===== src/rtl/hex_display_pkg.sv =====
// Shared widths, blank pattern and active-low seven-segment encodings for the HEX display controller.
package hex_display_pkg;

  localparam int unsigned DIGIT_W = 4;
  localparam int unsigned SEG_W   = 7;
  localparam logic [SEG_W-1:0] SEG_BLANK = 7'h7F;

  // Active-low pattern, bit6=g .. bit0=a.
  function automatic logic [SEG_W-1:0] seg_encode(input logic [DIGIT_W-1:0] digit);
    logic [SEG_W-1:0] seg;
    case (digit)
      4'h0:    seg = 7'b1000000;
      4'h1:    seg = 7'b1111001;
      4'h2:    seg = 7'b0100100;
      4'h3:    seg = 7'b0110000;
      4'h4:    seg = 7'b0011001;
      4'h5:    seg = 7'b0010010;
      4'h6:    seg = 7'b0000010;
      4'h7:    seg = 7'b1111000;
      4'h8:    seg = 7'b0000000;
      4'h9:    seg = 7'b0010000;
      4'hA:    seg = 7'b0001000;
      4'hB:    seg = 7'b0000011;
      4'hC:    seg = 7'b1000110;
      4'hD:    seg = 7'b0100001;
      4'hE:    seg = 7'b0000110;
      default: seg = 7'b0001110;
    endcase
    return seg;
  endfunction

endpackage


===== src/rtl/hex_seg_decode.sv =====
// One hex digit to active-low seven-segment pattern, with a forced-blank override.
module hex_seg_decode
  import hex_display_pkg::*;
(
  input  logic [DIGIT_W-1:0] digit,
  input  logic               blank,
  output logic [SEG_W-1:0]   seg_c
);

  assign seg_c = blank ? SEG_BLANK : seg_encode(digit);

endmodule


===== src/rtl/hex_display_ctrl.sv =====
// N-digit registered HEX display controller: load/count value register, leading-zero
// blanking and whole-display blink, driving active-low segment outputs.
module hex_display_ctrl
  import hex_display_pkg::*;
#(
  parameter int unsigned NUM_DIGITS = 2,
  parameter int unsigned BLINK_DIV  = 25000000,
  parameter int unsigned TICK_DIV   = 50000000
) (
  input  logic                          clock,
  input  logic                          reset,
  input  logic                          load,
  input  logic [DIGIT_W*NUM_DIGITS-1:0] din,
  input  logic                          count_en,
  input  logic                          blink_en,
  input  logic                          lz_blank,
  output logic [DIGIT_W*NUM_DIGITS-1:0] value,
  output logic [SEG_W*NUM_DIGITS-1:0]   hex_out
);

  localparam int unsigned VAL_W   = DIGIT_W * NUM_DIGITS;
  localparam int unsigned HEX_W   = SEG_W * NUM_DIGITS;
  localparam int unsigned TICK_W  = $clog2(TICK_DIV);
  localparam int unsigned BLINK_W = $clog2(BLINK_DIV);

  logic [TICK_W-1:0]  tick_cnt;
  logic [BLINK_W-1:0] blink_cnt;
  logic               phase;

  logic               tick_wrap_c;
  logic               blink_wrap_c;
  logic               blank_all_c;
  logic [HEX_W-1:0]   seg_c;

  assign tick_wrap_c  = (tick_cnt == TICK_W'(TICK_DIV - 1));
  assign blink_wrap_c = (blink_cnt == BLINK_W'(BLINK_DIV - 1));
  // Dropping blink_en reveals the display on the very next edge.
  assign blank_all_c  = phase & blink_en;

  // Per-digit decode; digit k>0 blanks when it and every higher digit are zero.
  for (genvar k = 0; k < NUM_DIGITS; k++) begin : g_digit
    logic dig_blank;
    if (k == 0) begin : g_lsd
      assign dig_blank = blank_all_c;
    end else begin : g_upper
      assign dig_blank = blank_all_c | (lz_blank & ~|value[VAL_W-1:DIGIT_W*k]);
    end

    hex_seg_decode u_dec (
      .digit (value[DIGIT_W*k +: DIGIT_W]),
      .blank (dig_blank),
      .seg_c (seg_c[SEG_W*k +: SEG_W])
    );
  end

  // Value register, tick divider, blink divider and registered segment outputs.
  always_ff @(posedge clock) begin
    if (reset) begin
      value     <= '0;
      tick_cnt  <= '0;
      blink_cnt <= '0;
      phase     <= 1'b0;
      hex_out   <= '1;
    end else begin
      if (load) begin
        value    <= din;
        tick_cnt <= '0;
      end else if (count_en) begin
        if (tick_wrap_c) begin
          tick_cnt <= '0;
          value    <= value + VAL_W'(1);
        end else begin
          tick_cnt <= tick_cnt + TICK_W'(1);
        end
      end

      if (!blink_en) begin
        blink_cnt <= '0;
        phase     <= 1'b0;
      end else if (blink_wrap_c) begin
        blink_cnt <= '0;
        phase     <= ~phase;
      end else begin
        blink_cnt <= blink_cnt + BLINK_W'(1);
      end

      hex_out <= seg_c;
    end
  end

endmodule


===== config.mk =====
export PLATFORM = sky130hd
export DESIGN_NAME = hex_display_ctrl
export DESIGN_NICKNAME = d
export VERILOG_FILES = /design/src/rtl/hex_display_pkg.sv /design/src/rtl/hex_seg_decode.sv /design/src/rtl/hex_display_ctrl.sv
export SDC_FILE = /design/constraint.sdc
export NUM_CORES = 1
export LEC_CHECK = 0
export BUFFER_PORTS_ARGS = -buffer_cell sky130_fd_sc_hd__buf_4
export CAP_MARGIN = 25
export CORE_UTILIZATION = 54
export DETAILED_ROUTE_END_ITERATION = 8
export GPL_ROUTABILITY_DRIVEN = 0
export MAX_ROUTING_LAYER = met4
export PLACE_DENSITY = 0.79
export SYNTH_ARGS = -nofsm -noshare
export SYNTH_HDL_FRONTEND = slang
export SYNTH_HIERARCHICAL = 1
export SYNTH_SLANG_ARGS = --single-unit

===== constraint.sdc =====
create_clock -name clock -period 4.77 [get_ports clock]
set_input_delay 0.477 -clock clock [delete_from_list [all_inputs] [get_ports clock]]
set_output_delay 0.477 -clock clock [all_outputs]
set_load 0.005 [all_outputs]

== After elaboration in Yosys (flattened, before gate mapping) ==
Memories as Yosys holds them, arrays and structs flattened. A register that Yosys moved wholly into a read port is not among the register bits.
Index checks and enable logic that the tools add are counted.

* Bitwise logic cells: 5
* Multiplexer cells: 4
* Equal/unequal tests: 2
* Reductions and logical operators: 10
* $add $sub $neg: 3

{| class="wikitable"
|+ Operators by type and width
! operator !! number
|-
| $add A26 B1 Y26 const B || 1
|-
| $eq A26 B26 Y1 const B || 1
|-
| $mux W26 || 1
|-
| $add A25 B1 Y25 const B || 1
|-
| $eq A25 B25 Y1 const B || 1
|-
| $mux W8 || 3
|-
| $add A8 B1 Y8 const B || 1
|-
| $reduce_or A2 Y1 || 4
|-
| $reduce_bool A2 Y1 || 2
|-
| $reduce_or A4 Y1 || 1
|-
| $reduce_or A3 Y1 || 1
|-
| $and A1 B1 Y1 || 2
|-
| $not A1 Y1 || 2
|-
| $reduce_and A2 Y1 || 1
|-
| $logic_not A1 Y1 || 1
|-
| $or A1 B1 Y1 || 1
|}

* Memories: 2
* Bits in read-only memories: 224
* Input port bits: 14
* Register bits after elaboration: 60

{| class="wikitable"
|+ Memories
! name !! depth !! bits a word !! rd ports !! clocked after memory_dff !! wr ports !! RTL line !! text
|-
| (name not given) || 16 || 7 || 1 || 1 || 0 || hex_display_pkg.sv:11 || <nowiki>case (digit)</nowiki>
|-
| (name not given) || 16 || 7 || 1 || 1 || 0 || hex_display_pkg.sv:11 ||
|}

== Logic depth before layout (Yosys ltp) ==
* Depth after elaboration: 5
* Depth in mapped cells: 8
* Depth with buffers taken out: 6

== By module ==
The synthesis kept the hierarchy.

{| class="wikitable"
|+ By module, submodules not included
! module !! seq. area each (sq um) !! cells an instance !! times used !! area an instance (sq um)
|-
| hex_display_ctrl || 1481.4 || 363 || 1 || 3380.7
|-
| hex_seg_decode || 0.0 || 35 || 2 || 299.0
|}

== Least setup slack after synthesis ==
No wires, ideal clock.

* Path type: register to register
* Start: reg value[0]
* End: reg hex_out[1]
* Stages on the path, launching flop included: 6
* Path slack: 2825 ps
* Period minus slack after synthesis: 1945 ps
* Buffers on the path: 0
* Data arrival time: 1822 ps
* Data required time: 4647 ps
* Cells stage by stage: dfxtp_1 -> inv_1 -> ha_1 -> or2_2 -> a311o_1 -> or2_2

{| class="wikitable"
|+ RTL lines
! what !! RTL line !! text
|-
| from (decl) || hex_display_ctrl.sv:17 || <nowiki>output logic [DIGIT_W*NUM_DIGITS-1:0] value,</nowiki>
|-
| from (signal assigned) || hex_display_ctrl.sv:66 || <nowiki>value <= din;</nowiki>
|-
| from (signal assigned) || hex_display_ctrl.sv:71 || <nowiki>value <= value + VAL_W'(1);</nowiki>
|-
| to (decl) || hex_display_ctrl.sv:18 || <nowiki>output logic [SEG_W*NUM_DIGITS-1:0] hex_out</nowiki>
|}

== Worst setup path after layout ==
* Start: reg tick_cnt[0]
* End: reg tick_cnt[5]

* Word-level cells in the longest chain between the ends: 2
* Elaborated cells on any way between the ends: 3
* Those cells by class: 1 x add/sub; 1 x eq/ne; 1 x mux

{| class="wikitable"
|+ Ends and longest elaborated chain
! what !! RTL line !! text
|-
| from (decl) || hex_display_ctrl.sv:26 || <nowiki>logic [TICK_W-1:0] tick_cnt;</nowiki>
|-
| from (signal assigned) || hex_display_ctrl.sv:73 || <nowiki>tick_cnt <= tick_cnt + TICK_W'(1);</nowiki>
|-
| $add A26 B1 Y26 or $eq A26 B26 Y1 (tied branches) || hex_display_ctrl.sv:73, hex_display_ctrl.sv:35 ||
|-
| $mux W26 (*) || hex_display_ctrl.sv:69 || <nowiki>if (tick_wrap_c) begin</nowiki>
|}

Every way passes the cells marked *; elsewhere a longest branch is shown, timed or not.
A chain may end at the register's enable or synchronous reset.

==> results.json <==
{
  "p_sw_frac": 0.2474,
  "synth_edf_count": 0,
  "io_pins": 36,
  "cp-start-kind": "flop",
  "netlist_area_sq_mm": 0.003979,
  "p_leak_uw": 0.001658,
  "numCtsBuffers": 9,
  "fin_worst_skew_ns": 0.008125,
  "path_depth": 5,
  "path_cells": "ha_1, nand3_2, nor3_2, or3_1, nor2_1",
  "antenna_cells": 0,
  "critPathKind": "flop to flop",
  "worstPathRequired_ns": 4.97,
  "die_h_microns": 87.84,
  "hold_viol": 0,
  "clockBufferDepth": 2,
  "max_cap_violations": 0,
  "grt_first_pass_wirelength_microns": 12590,
  "synth_cells": 433,
  "hpwlAfterDp_microns": 5095,
  "clk_latency_ns": 0.34,
  "die_w_microns": 87.84,
  "synth_seq_area_share": 0.3723,
  "syn_nets": 465,
  "ys_warn_count": 6,
  "synthToLayoutAreaGrowth_pct": 11.19,
  "htreeDepth": 3,
  "slew_viol_final": 0,
  "cts_resized": 0,
  "timing.setup.tns_ns": 0,
  "crit_family": "simple AND/OR/NAND/NOR gates",
  "post_cts.repair.setup_buffers": 0,
  "ys_ff_latch": 74,
  "initial_core_util": 0.5730,
  "numClockSinks": 74,
  "grt_max_degree": 29,
  "grtUsageTotal": 0.2135,
  "antenna_found_initial": 0,
  "period_share": 0.4995,
  "pwr-share-clk": 0.378,
  "rsz0062_at_grt": "false",
  "worstHoldPathCells": 3,
  "irDropWorstVdd_uv": 167.5,
  "final_cells": 560,
  "drc": 0,
  "worstRegToRegCells": 5,
  "ctsHoldBuffers": 0,
  "path_buf_inv": 0,
  "arrival_ns": 2.58,
  "dieArea_sq_mm": 0.007716,
  "critical_path.slowest_cell": "or3_1",
  "combinationalPowerShare": 0.097,
  "finalWirelength_microns": 7336,
  "grt-ovfl-total": 0,
  "end_kind": "flop",
  "fmax_ghz": 0.4197,
  "slowest_delay_ns": 0.67,
  "clk_pin_slew_worst_paths_ns": 0.08,
  "placed_cells": 544,
  "drive_gt1_frac": 0.1940,
  "worstHoldPathType": "input port to flop",
  "status": "complete, no violations",
  "drt_iter0_markers": 106,
  "vias_per_cell": 5.473,
  "synth_ff_type": "dfxtp_1",
  "wire_per_inst_microns": 13.10,
  "worst_pin_slew_ns": 0.7997,
  "core-area_sq_mm": 0.006944,
  "async_reset_ff_frac": 0,
  "cts_root_buffer": "clkbuf_8",
  "ant_nets": 0,
  "portBuffers": 35,
  "first_pass_iters": 4,
  "grt_pass1_vias": 2884,
  "vias": 3065,
  "p_int_uw": 948.1,
  "nets": 491,
  "p_switching_uw": 311.6,
  "cp_max_fo": 25,
  "p_per_area_mw_per_mm2": 284.7,
  "synth_area_per_cell_sq_um": 9.189,
  "slew_headroom": 0.4669,
  "yosysUniqueCellTypes": 49,
  "cts_tree": "built",
  "fp-row-count": 30,
  "min_period_ns": 2.383,
  "p_seq_frac": 0.524,
  "setup_viol": 0
}
[cells by family after synthesis]
kind of cell               share of synthesized area
buffers and inverters                        0.04685
DFF                                           0.3723
xor gates and xnor gates                      0.1079
AOI/OAI and AO/OA                            0.05724
and+or+nand+nor                               0.3277
muxes                                        0.03145
adders and majority gates                    0.05660
[power by group through the flow]
stage,clock network (uW),registers [uW],logic [uW]
finish,477,661,122
global route,519,664,137
CTS,490,660,123
detailed placement,0,675,123
global placement,0,674,120
floorplan,0,667,87.8
[layout by cell type (no fill, tap or decap), drive strengths merged, types with 16 or more instances in the layout]
cell type  netlist  final
ha              18     18
buf             12     35
or2             17     17
nand3           23     23
nand4           22     22
nor3            22     22
xor2            34     34
inv             15     16
nor2            61     61
nand2           25     25
dfxtp           74     74
[synthesized netlist by cell type, drive strengths merged (2+ instances only)]
| cell | count | area (sq um) |
|---|---|---|
| and3b | 2 | 17.52 |
| a211o | 2 | 17.52 |
| nor4 | 7 | 92.59 |
| a311o | 2 | 20.02 |
| mux2 | 4 | 45.04 |
| xor2 | 34 | 297.8 |
| buf | 12 | 100.1 |
| mux2i | 8 | 80.08 |
| a32oi | 4 | 35.03 |
| nor2 | 61 | 231.5 |
| a221o | 5 | 50.05 |
| a2111oi | 6 | 80.08 |
| inv | 15 | 56.30 |
| nor4b | 6 | 71.32 |
| clkbuf | 8 | 30.03 |
| nand2b | 4 | 25.02 |
| nor2b | 8 | 50.05 |
| ha | 18 | 225.2 |
| nand4 | 22 | 165.2 |
| xnor2 | 15 | 131.4 |
| dfxtp | 74 | 1481 |
| nand3 | 23 | 120.1 |
| and3 | 7 | 43.79 |
| and4 | 8 | 70.07 |
| nor3b | 3 | 22.52 |
| or2 | 17 | 106.4 |
| nor3 | 22 | 120.1 |
| nand2 | 25 | 98.84 |
| and2 | 2 | 12.51 |
| o221ai | 2 | 17.52 |
[worst min-delay path: stages]
cell      delay, ns
buf_4          0.08
nand3b_1       0.06
nand3_1        0.07
[through the flow]
step / area [sq um] / hold slack, ns / setup WS [ns] / power, uW / util
6_report: 4424 / 0.3678 / 2.387 / 1260 / 0.6371
5_1_grt: 4424 / 0.3732 / 2.110 / 1321 / 0.6371
4_1_cts: 4424 / 0.3506 / 2.357 / 1273 / 0.6371
3_5_place_dp: 4232 / 0.4503 / 2.383 / 798.2 / 0.6094
3_3_place_gp: 4232 / 0.4427 / 2.532 / 793.7 / 0.6094
2_1_floorplan: 3979 / 0.4297 / 2.825 / 754.8 / -
[state kept, by name, summed over array words and instances (netlist names)]
signal / count
phase: 1
blink_cnt: 25
tick_cnt: 26
value: 8
hex_out: 14
[final cells by class]
class	instances	area (sq um)
timing repair buffer	35	262.8
tap	96	120.1
clock inverter	6	65.06
inverter	15	56.30
sequential	74	1481
fill	586	2520
clock buffer	10	127.6
multi-input combinational	324	2311
[final timing paths]
path | startpoint | endpoint | slack [ns]
worst max-delay path | tick_cnt[0] | tick_cnt[5] | 2.39
worst min-delay path | din[7] | value[7] | 0.37
worst max register to register | tick_cnt[0] | tick_cnt[5] | 2.39
worst min register to register | blink_cnt[0] | blink_cnt[0] | 0.46
[per-layer routing]
| layer | share of wire | track usage |
|---|---|---|
| met1 | 0.48 | 0.2582 |
| met2 | 0.47 | 0.3425 |
| met3 | 0.032 | 0.04807 |
| met4 | 0.012 | 0.08793 |
| met5 | 0 | - |
Note: power is estimated with default switching activity, not from simulation.
